===== config.mk =====
export PLATFORM = sky130hd
export DESIGN_NAME = if_fetch_pipe_flat
export DESIGN_NICKNAME = d
export VERILOG_FILES = /design/src/rtl/if_fetch_pipe_if.sv /design/src/rtl/if_fetch_pipe.sv /design/src/flat_wrapper.sv
export SDC_FILE = /design/constraint.sdc
export NUM_CORES = 2
export LEC_CHECK = 0
export ABC_AREA = 1
export CAP_MARGIN = 20
export CORE_MARGIN = 8
export CORE_UTILIZATION = 25
export DETAILED_ROUTE_END_ITERATION = 8
export HOLD_SLACK_MARGIN = 0.05
export SLEW_MARGIN = 20
export SYNTH_ARGS = -nofsm -noshare
export SYNTH_HDL_FRONTEND = slang
export SYNTH_SLANG_ARGS = --single-unit

===== constraint.sdc =====
create_clock -name clock -period 2.8 [get_ports clock]
set_input_delay 0.28 -clock clock [delete_from_list [all_inputs] [get_ports clock]]
set_output_delay 0.28 -clock clock [all_outputs]
set_load 0.03 [all_outputs]

===== src/rtl/if_fetch_pipe_if.sv =====
// Fetch-stage bundle: redirect/hazard controls, instruction-memory load port and the
// registered IF/ID outputs. The master drives controls; the slave is the fetch stage.
interface if_fetch_pipe_if #(
    parameter int unsigned XLEN       = 32,
    parameter int unsigned IMEM_DEPTH = 64
);
    localparam int unsigned AW = $clog2(IMEM_DEPTH);

    logic            PCSrc;
    logic [XLEN-1:0] PC_branch;
    logic            stall;
    logic            flush;
    logic            load_en;
    logic [AW-1:0]   load_addr;
    logic [XLEN-1:0] load_data;

    logic [XLEN-1:0] PC_plus_four_out;
    logic [XLEN-1:0] instruction_out;
    logic            valid_out;
    logic            fetch_fault_out;
    logic [31:0]     fetch_count;

    modport master (
        output PCSrc, PC_branch, stall, flush, load_en, load_addr, load_data,
        input  PC_plus_four_out, instruction_out, valid_out, fetch_fault_out, fetch_count
    );

    modport slave (
        input  PCSrc, PC_branch, stall, flush, load_en, load_addr, load_data,
        output PC_plus_four_out, instruction_out, valid_out, fetch_fault_out, fetch_count
    );
endinterface


===== src/rtl/if_fetch_pipe.sv =====
// Instruction-fetch stage: PC register, word-addressed instruction memory with a load
// port, and the IF/ID pipeline register with stall/flush/redirect handling.
module if_fetch_pipe #(
    parameter int unsigned     XLEN       = 32,
    parameter int unsigned     IMEM_DEPTH = 64,
    parameter logic [XLEN-1:0] RESET_PC   = '0
) (
    input logic            clock,
    input logic            reset_n,
    if_fetch_pipe_if.slave bus
);
    localparam int unsigned AW = $clog2(IMEM_DEPTH);

    // Memory contents survive reset; only the time-zero initialiser clears them.
    logic [XLEN-1:0] r_mem [IMEM_DEPTH] = '{default: '0};

    logic [XLEN-1:0] r_pc;
    logic [XLEN-1:0] r_pc4;
    logic [XLEN-1:0] r_instr;
    logic            r_valid;
    logic            r_fault;
    logic [31:0]     r_count;

    logic [XLEN-1:0] w_pc_plus4;
    logic            w_misaligned;
    logic            w_out_of_range;
    logic            w_fault;
    logic [XLEN-1:0] w_word;
    logic            w_capture;
    logic [XLEN-1:0] w_pc_next;

    always_comb begin
        w_pc_plus4     = r_pc + {{(XLEN-3){1'b0}}, 3'd4};
        w_misaligned   = |r_pc[1:0];
        w_out_of_range = |(r_pc >> (AW + 2));
        w_fault        = w_misaligned | w_out_of_range;
        w_word         = w_fault ? '0 : r_mem[r_pc[AW+1:2]];
        w_capture      = !bus.flush && !bus.stall;
    end

    // Redirect wins over stall so a taken branch is never lost while the front end is held.
    always_comb begin
        w_pc_next = r_pc;
        if (bus.PCSrc) begin
            w_pc_next = bus.PC_branch;
        end else if (!bus.stall) begin
            w_pc_next = w_pc_plus4;
        end
    end

    always_ff @(posedge clock) begin
        if (bus.load_en) begin
            r_mem[bus.load_addr] <= bus.load_data;
        end
    end

    always_ff @(posedge clock or negedge reset_n) begin
        if (!reset_n) begin
            r_pc <= RESET_PC;
        end else begin
            r_pc <= w_pc_next;
        end
    end

    always_ff @(posedge clock or negedge reset_n) begin
        if (!reset_n) begin
            r_pc4   <= '0;
            r_instr <= '0;
            r_valid <= 1'b0;
            r_fault <= 1'b0;
        end else if (bus.flush) begin
            r_pc4   <= '0;
            r_instr <= '0;
            r_valid <= 1'b0;
            r_fault <= 1'b0;
        end else if (!bus.stall) begin
            r_pc4   <= w_pc_plus4;
            r_instr <= w_word;
            r_valid <= 1'b1;
            r_fault <= w_fault;
        end
    end

    always_ff @(posedge clock or negedge reset_n) begin
        if (!reset_n) begin
            r_count <= '0;
        end else if (w_capture && (r_count != 32'hFFFF_FFFF)) begin
            r_count <= r_count + 32'd1;
        end
    end

    assign bus.PC_plus_four_out = r_pc4;
    assign bus.instruction_out  = r_instr;
    assign bus.valid_out        = r_valid;
    assign bus.fetch_fault_out  = r_fault;
    assign bus.fetch_count      = r_count;
endmodule


===== src/flat_wrapper.sv =====
// flat-port wrapper written by rule: the top's interface ports become plain ports
module if_fetch_pipe_flat 
#(
    parameter int unsigned     XLEN       = 32,
    parameter int unsigned     IMEM_DEPTH = 64,
    parameter logic [XLEN-1:0] RESET_PC   = '0
)
  (clock, reset_n, bus_PCSrc, bus_PC_branch, bus_stall, bus_flush, bus_load_en, bus_load_addr, bus_load_data, bus_PC_plus_four_out, bus_instruction_out, bus_valid_out, bus_fetch_fault_out, bus_fetch_count);
  if_fetch_pipe_if #(.XLEN(XLEN), .IMEM_DEPTH(IMEM_DEPTH)) bus_i ();
  input logic clock;
  input logic reset_n;
  input wire logic [$bits(bus_i.PCSrc)-1:0] bus_PCSrc;
  input wire logic [$bits(bus_i.PC_branch)-1:0] bus_PC_branch;
  input wire logic [$bits(bus_i.stall)-1:0] bus_stall;
  input wire logic [$bits(bus_i.flush)-1:0] bus_flush;
  input wire logic [$bits(bus_i.load_en)-1:0] bus_load_en;
  input wire logic [$bits(bus_i.load_addr)-1:0] bus_load_addr;
  input wire logic [$bits(bus_i.load_data)-1:0] bus_load_data;
  output wire logic [$bits(bus_i.PC_plus_four_out)-1:0] bus_PC_plus_four_out;
  output wire logic [$bits(bus_i.instruction_out)-1:0] bus_instruction_out;
  output wire logic [$bits(bus_i.valid_out)-1:0] bus_valid_out;
  output wire logic [$bits(bus_i.fetch_fault_out)-1:0] bus_fetch_fault_out;
  output wire logic [$bits(bus_i.fetch_count)-1:0] bus_fetch_count;
  assign bus_i.PCSrc = bus_PCSrc;
  assign bus_i.PC_branch = bus_PC_branch;
  assign bus_i.stall = bus_stall;
  assign bus_i.flush = bus_flush;
  assign bus_i.load_en = bus_load_en;
  assign bus_i.load_addr = bus_load_addr;
  assign bus_i.load_data = bus_load_data;
  assign bus_PC_plus_four_out = bus_i.PC_plus_four_out;
  assign bus_instruction_out = bus_i.instruction_out;
  assign bus_valid_out = bus_i.valid_out;
  assign bus_fetch_fault_out = bus_i.fetch_fault_out;
  assign bus_fetch_count = bus_i.fetch_count;
  if_fetch_pipe #(.XLEN(XLEN), .IMEM_DEPTH(IMEM_DEPTH), .RESET_PC(RESET_PC)) u_core (.clock(clock), .reset_n(reset_n), .bus(bus_i));
endmodule

### Word level (Yosys, flattened, before mapping)

Memories as Yosys holds them, arrays and structs flattened.
Cells that the tools add are included.

* ROM bits: 0
* output and inout bits: 98
* RAM bits: 2048
* register bits: 130
* memories kept: 1
* latch bits: 0

Memory list
* u_core.r_mem: depth 64, width 32, read ports 1, clocked after Yosys merged registers in 0, wr ports 1, RTL line if_fetch_pipe.sv:15 `logic [XLEN-1:0] r_mem [IMEM_DEPTH] = '{default: '0};`

* shifts and indexed selects: 0
* bitwise logic cells: 1
* equal/unequal tests: 3
* reduce and logical (&&, ||, !) cells: 6
* mux-type cells: 12
* add/subtract/negate cells: 2
* divide/modulo/power cells: 0
* multipliers: 0
* magnitude comparators: 0

Operators by type and width (number)
* 32-bit two-way mux: 6
* 32-bit by 1-bit adder with 32-bit output (second input constant): 1
* 32-bit by 3-bit adder with 32-bit output (second input constant): 1
* 32-bit inequality test (second input constant): 1
* 24-bit OR reduction: 1
* 1-bit two-way mux: 6
* 1-bit logical AND: 2
* 1-bit logical NOT: 2
* 2-bit by 1-bit inequality test with 1-bit output (second input constant): 1
* 2-bit inequality test (second input constant): 1
* 2-bit OR reduction: 1
* 1-bit bitwise OR: 1

### Depth between registers and ports, before layout

* word-level depth: 5
* gate-level depth with buffers: 18
* depth with buffers taken out: 14

### Worst setup path after synthesis

OpenSTA, ideal clock, no wires.

* path type: input to register
* start point: input bus_load_en
* end point: memory u_core.r_mem[48][0] (enable)
* library setup time: 502 ps
* arrival: 3908 ps
* path slack: -1610 ps
* cell stages on the path: 3
* path buffers: 1
* cells stage by stage: clkbuf_1 > nand4_1 > nor4_1

* word-level cells in the longest chain between the ends: 2

RTL lines
* start, declared: RTL line flat_wrapper.sv:16 `input wire logic [$bits(bus_i.load_en)-1:0] bus_load_en;`
* 1-bit two-way mux: RTL line if_fetch_pipe.sv:52 `if (bus.load_en) begin`
* 1-bit two-way mux (not written as such): RTL line if_fetch_pipe.sv:53 `r_mem[bus.load_addr] <= bus.load_data;`
* end, declared: RTL line if_fetch_pipe.sv:15

No other way between the ends.

### Worst setup path in the final report

* start point: register u_core.r_pc[2]
* end point: register u_core.r_instr[17] (netlist: u_core.bus.instruction_out[17])

* word-level cells in the longest chain between the ends: 4

RTL lines
* start, declared: RTL line if_fetch_pipe.sv:17 `logic [XLEN-1:0] r_pc;`
* start signal, assigned: RTL line if_fetch_pipe.sv:61 `r_pc <= w_pc_next;`
* memory 64 x 32 bit
* 32-bit two-way mux: RTL line if_fetch_pipe.sv:37 `w_word = w_fault ? '0 : r_mem[r_pc[AW+1:2]];`
* 32-bit two-way mux: RTL line if_fetch_pipe.sv:76 `end else if (!bus.stall) begin`
* 32-bit two-way mux: RTL line if_fetch_pipe.sv:71 `end else if (bus.flush) begin`
* end signal, assigned: RTL line if_fetch_pipe.sv:78 `r_instr <= w_word;`
* end, declared: RTL line if_fetch_pipe.sv:19 `logic [XLEN-1:0] r_instr;`

No other way between the ends. The select of a mux whose other input is x is not followed.
A chain may end at the register's enable or synchronous reset.

==> flow_metrics.env <==
export IMPL_yosysWarnings=0
export IMPL_synth_flop_cell="sky130_fd_sc_hd__edfxtp_1"
export IMPL_input_output_buffers=173
export IMPL_layout_core_utilization_pct=30.0
export IMPL_critical_path_class="flip-flop to flip-flop"
export IMPL_cellLeakagePower_uw=0.0441
export IMPL_cts_sinks=2178
export IMPL_finalWeightedCongestion=0.848
export IMPL_min_setup_slack_post_route_ns=0.121
export IMPL_slew_violations=0
export IMPL_clk_slew_on_worst_s_h_paths_ns=0.06
export IMPL_synth_top_cell_area_share_pct=66.0
export IMPL_coreArea_um2=372000
export IMPL_yosys_top_cells_count="sky130_fd_sc_hd__nand2_1, sky130_fd_sc_hd__edfxtp_1, sky130_fd_sc_hd__inv_1, sky130_fd_sc_hd__nand3_1, sky130_fd_sc_hd__nor2_1"
export IMPL_synth_seq_area_share_pct=69.5
export IMPL_share_of_layout_cells_above_drive_strength_1_pct=8.50
export IMPL_grtUsageMet3_pct=1.61
export IMPL_min_period_over_period_pct=95.7
export IMPL_globalRouteMet2Util_pct=22.9
export IMPL_slowest_delay_ns=0.58
export IMPL_synthTopCellsByArea="sky130_fd_sc_hd__edfxtp_1, sky130_fd_sc_hd__nand2_1, sky130_fd_sc_hd__nand3_1"
export IMPL_grt_max_degree=77
export IMPL_cp_num_buf_inv=5
export IMPL_detail_route_wirelength_mm=279
export IMPL_tritoncts_clock_tree="done"
export IMPL_critical_path_top_delay_family="simple AND/OR/NAND/NOR gates"
export IMPL_synth_async_sr_flop_share_pct=5.97
export IMPL_grt_pass1_wl_mm=408
export IMPL_cts_htree_levels=4
export IMPL_die_height_um=627
export IMPL_yosys_cell_count_top_type="sky130_fd_sc_hd__nand2_1"
export IMPL_crit_path_top_delay_cell="sky130_fd_sc_hd__dfrtp_4"
export IMPL_synth_lib_cells_used_distinct=39
export IMPL_grt_busiest_layer="met2"
export IMPL_number_of_enable_type_register_cells_in_the_synthesized_netlist=2048
export IMPL_finClkSkew_ns=0.0510
export IMPL_root_buffer="sky130_fd_sc_hd__clkbuf_16"
export IMPL_areaGrowthSynthToFinish_pct=19.8
export IMPL_ir_worst_vdd_uv=556
export IMPL_ioPinCount=174
export IMPL_chipWidth_um=627
export IMPL_gr_usage_all_layers_pct=13.7
export IMPL_maxCapViolCount=0
export IMPL_setup_worst_path_end_class="flip-flop"
export IMPL_p_per_area_nw_per_um2=672
export IMPL_wire_per_inst_um=19.2
export IMPL_cts_buffers=221
export IMPL_drc=0
export IMPL_placedInstanceArea_um2=104000
export IMPL_worst_slew_pin_transition_ns=1.16
export IMPL_vias=64400
export IMPL_fin_crit_ns=2.68
export IMPL_setup_violations=0
export IMPL_netlist_area_um2=93200
export IMPL_syn_inst=9013
export IMPL_initial_utilization_pct=25.1
export IMPL_critical_path_peak_fanout=65
export IMPL_worst_ep_required_time_ns=3.59
export IMPL_post_drt_via_cell_ratio=4.43
export IMPL_die_area_um2=393000
export IMPL_drt_first_iter_violations=6522
export IMPL_stdcell_area_um2=112000
export IMPL_critical_path_cell_chain="inv_16, buf_12, buf_12, nand2_1, nand3_1, nand2_1, nand2_1, nand2_1, inv_1, nand2_1, nand2_1, nand2_1, inv_1, nand2_1, nand2_1, nand2_1"
export IMPL_worst_relative_slew_slack_pct=22.6
export IMPL_antenna_left=0
export IMPL_nets=9439
export IMPL_hold_path_class="input port to flip-flop"
export IMPL_grt_overflow=0
export IMPL_cp_start_kind="flip-flop"
export IMPL_fp_row_count=224
export IMPL_post_synth_cell_area_avg_um2=10.3
export IMPL_synthesis_nets=9091
export IMPL_hold_violations=0
export IMPL_synth_largest_area_cell="sky130_fd_sc_hd__edfxtp_1"
export IMPL_detailedPlacementHpwl_mm=168
export IMPL_ys_ff_latch=2178
export IMPL_worst_endpoint_arrival_ns=3.47
export IMPL_grt_use_met1_pct=17.9
export IMPL_maximum_buffer_depth_of_the_clock_tree=3
export IMPL_drtPass1Iterations=6
export IMPL_hold_ws_ns=0.0949
export IMPL_detailedPlace_worstSlack_ns=0.0495
export IMPL_dp_cells=14100
export IMPL_fmaxAchievable_mhz=373
export IMPL_grt_pass1_vias=60900
export IMPL_worst_path_most_repeated_cell="sky130_fd_sc_hd__nand2_1"
export IMPL_post_cts_repair_setup_buffers=0
export IMPL_finalNonFillerCells=14500
export IMPL_clk_insertion_delay_late_ns=0.90
export IMPL_grt_antenna_before_repair=17
export IMPL_rsz0062_at_grt="no"
export IMPL_result_of_the_run="finished, final reports clean"
-- path summary, 6_finish.rpt --
kind | from | to | slack [ns] | cells past startpoint
setup / recovery | u_core.r_pc[2] | u_core.bus.instruction_out[17] | 0.12 | 16
hold / removal | bus_PC_branch[11] | u_core.r_pc[11] | 0.09 | 3
hold reg to reg | u_core.bus.PC_plus_four_out[25] | u_core.bus.PC_plus_four_out[25] | 0.48 | 2
max in group asynchronous | reset_n | u_core.bus.fetch_count[13] | 1.79 | 4
min in group asynchronous | reset_n | u_core.bus.instruction_out[25] | 0.61 | 4
setup reg to reg | u_core.r_pc[2] | u_core.bus.instruction_out[17] | 0.12 | 16
-- metrics by stage --
| stage | setup TNS (ns) | power [µW] |
|---|---|---|
| finish | 0 | 75000 |
| global placement | 0 | 46400 |
| detailed placement | 0 | 46500 |
| floorplan | -117.14 | 42200 |
| global route | 0 | 77600 |
| CTS | 0 | 75500 |
-- where the power goes --
group | leakage (µW) | internal, µW | switching (µW)
clock | 0.00346 | 16500 | 12700
sequential | 0.0201 | 36000 | 262
combinational | 0.0206 | 2940 | 6740
total | 0.0441 | 55400 | 19700
-- registers in the layout, indices dropped and copies added, names as in the netlist --
register	flops
u_core.bus.instruction_out	32
u_core.bus.valid_out	1
u_core.bus.fetch_fault_out	1
u_core.r_pc	32
u_core.r_mem	2048
u_core.bus.fetch_count	32
u_core.bus.PC_plus_four_out	32
-- layout make-up --
type	count	area (µm²)
clock buffers	269	5740
flip-flops and latches	2178	64800
well taps	4972	6220
clock inverters	142	1390
inverters	1068	4050
diodes	11	27.5
fillers	37800	260000
multi-input cells	5311	22800
repair buffers	581	6590
-- worst min-delay path, cell delays in order --
cell	delay, ns
sky130_fd_sc_hd__clkdlybuf4s50_1	0.47
sky130_fd_sc_hd__nand2_1	0.08
sky130_fd_sc_hd__o221ai_1	0.07
-- layer usage --
layer,up-vias,share of wire [%]
li1,30200,-
met3,469,6.8
met2,2393,47
met4,2,4.7
met1,31400,41
met5,-,0.0043
-- repair_timing --
item / 4_1_cts / 5_1_grt
resized for setup: 0 / 3
setup endpoints to repair: 0 / 3
hold buffers: 51 / 1
hold endpoints to repair: 744 / 16
-- logic make-up (layout without fill, tap and decap cells) --
logic type	after synthesis	after routing	share of synthesized area, %
DFF	2178	2178	69.5
AOI/OAI and AO/OA	391	391	2.19
and+or+nand+nor	4868	4868	21.2
xor gates and xnor gates	50	50	0.470
buffers and inverters	1524	2060	6.60
other	0	11	0
adders and majority gates	2	2	0.0269
-- cells in the final DEF, fill, tap and decap left out, types with 16 or more instances in the layout --
cell type	synthesis	layout
sky130_fd_sc_hd__a21oi_1	59	59
sky130_fd_sc_hd__buf_12	0	142
sky130_fd_sc_hd__buf_2	220	32
sky130_fd_sc_hd__buf_4	19	211
sky130_fd_sc_hd__bufinv_16	0	20
sky130_fd_sc_hd__clkbuf_1	144	45
sky130_fd_sc_hd__clkbuf_16	0	221
sky130_fd_sc_hd__clkdlybuf4s50_1	0	140
sky130_fd_sc_hd__clkinv_1	2	66
sky130_fd_sc_hd__clkinv_2	1	33
sky130_fd_sc_hd__dfrtp_1	130	126
sky130_fd_sc_hd__dlygate4sd3_1	0	51
sky130_fd_sc_hd__edfxtp_1	2048	2048
sky130_fd_sc_hd__inv_1	1061	1059
sky130_fd_sc_hd__nand2_1	3093	3093
sky130_fd_sc_hd__nand3_1	958	958
sky130_fd_sc_hd__nand4_1	26	26
sky130_fd_sc_hd__nor2_1	698	639
sky130_fd_sc_hd__nor2_4	1	61
sky130_fd_sc_hd__nor3_1	25	25
sky130_fd_sc_hd__o21ai_0	288	288
sky130_fd_sc_hd__o21ai_1	16	16
sky130_fd_sc_hd__or2_2	32	32
sky130_fd_sc_hd__xor2_1	40	40
(Power assumes the default switching activity.)
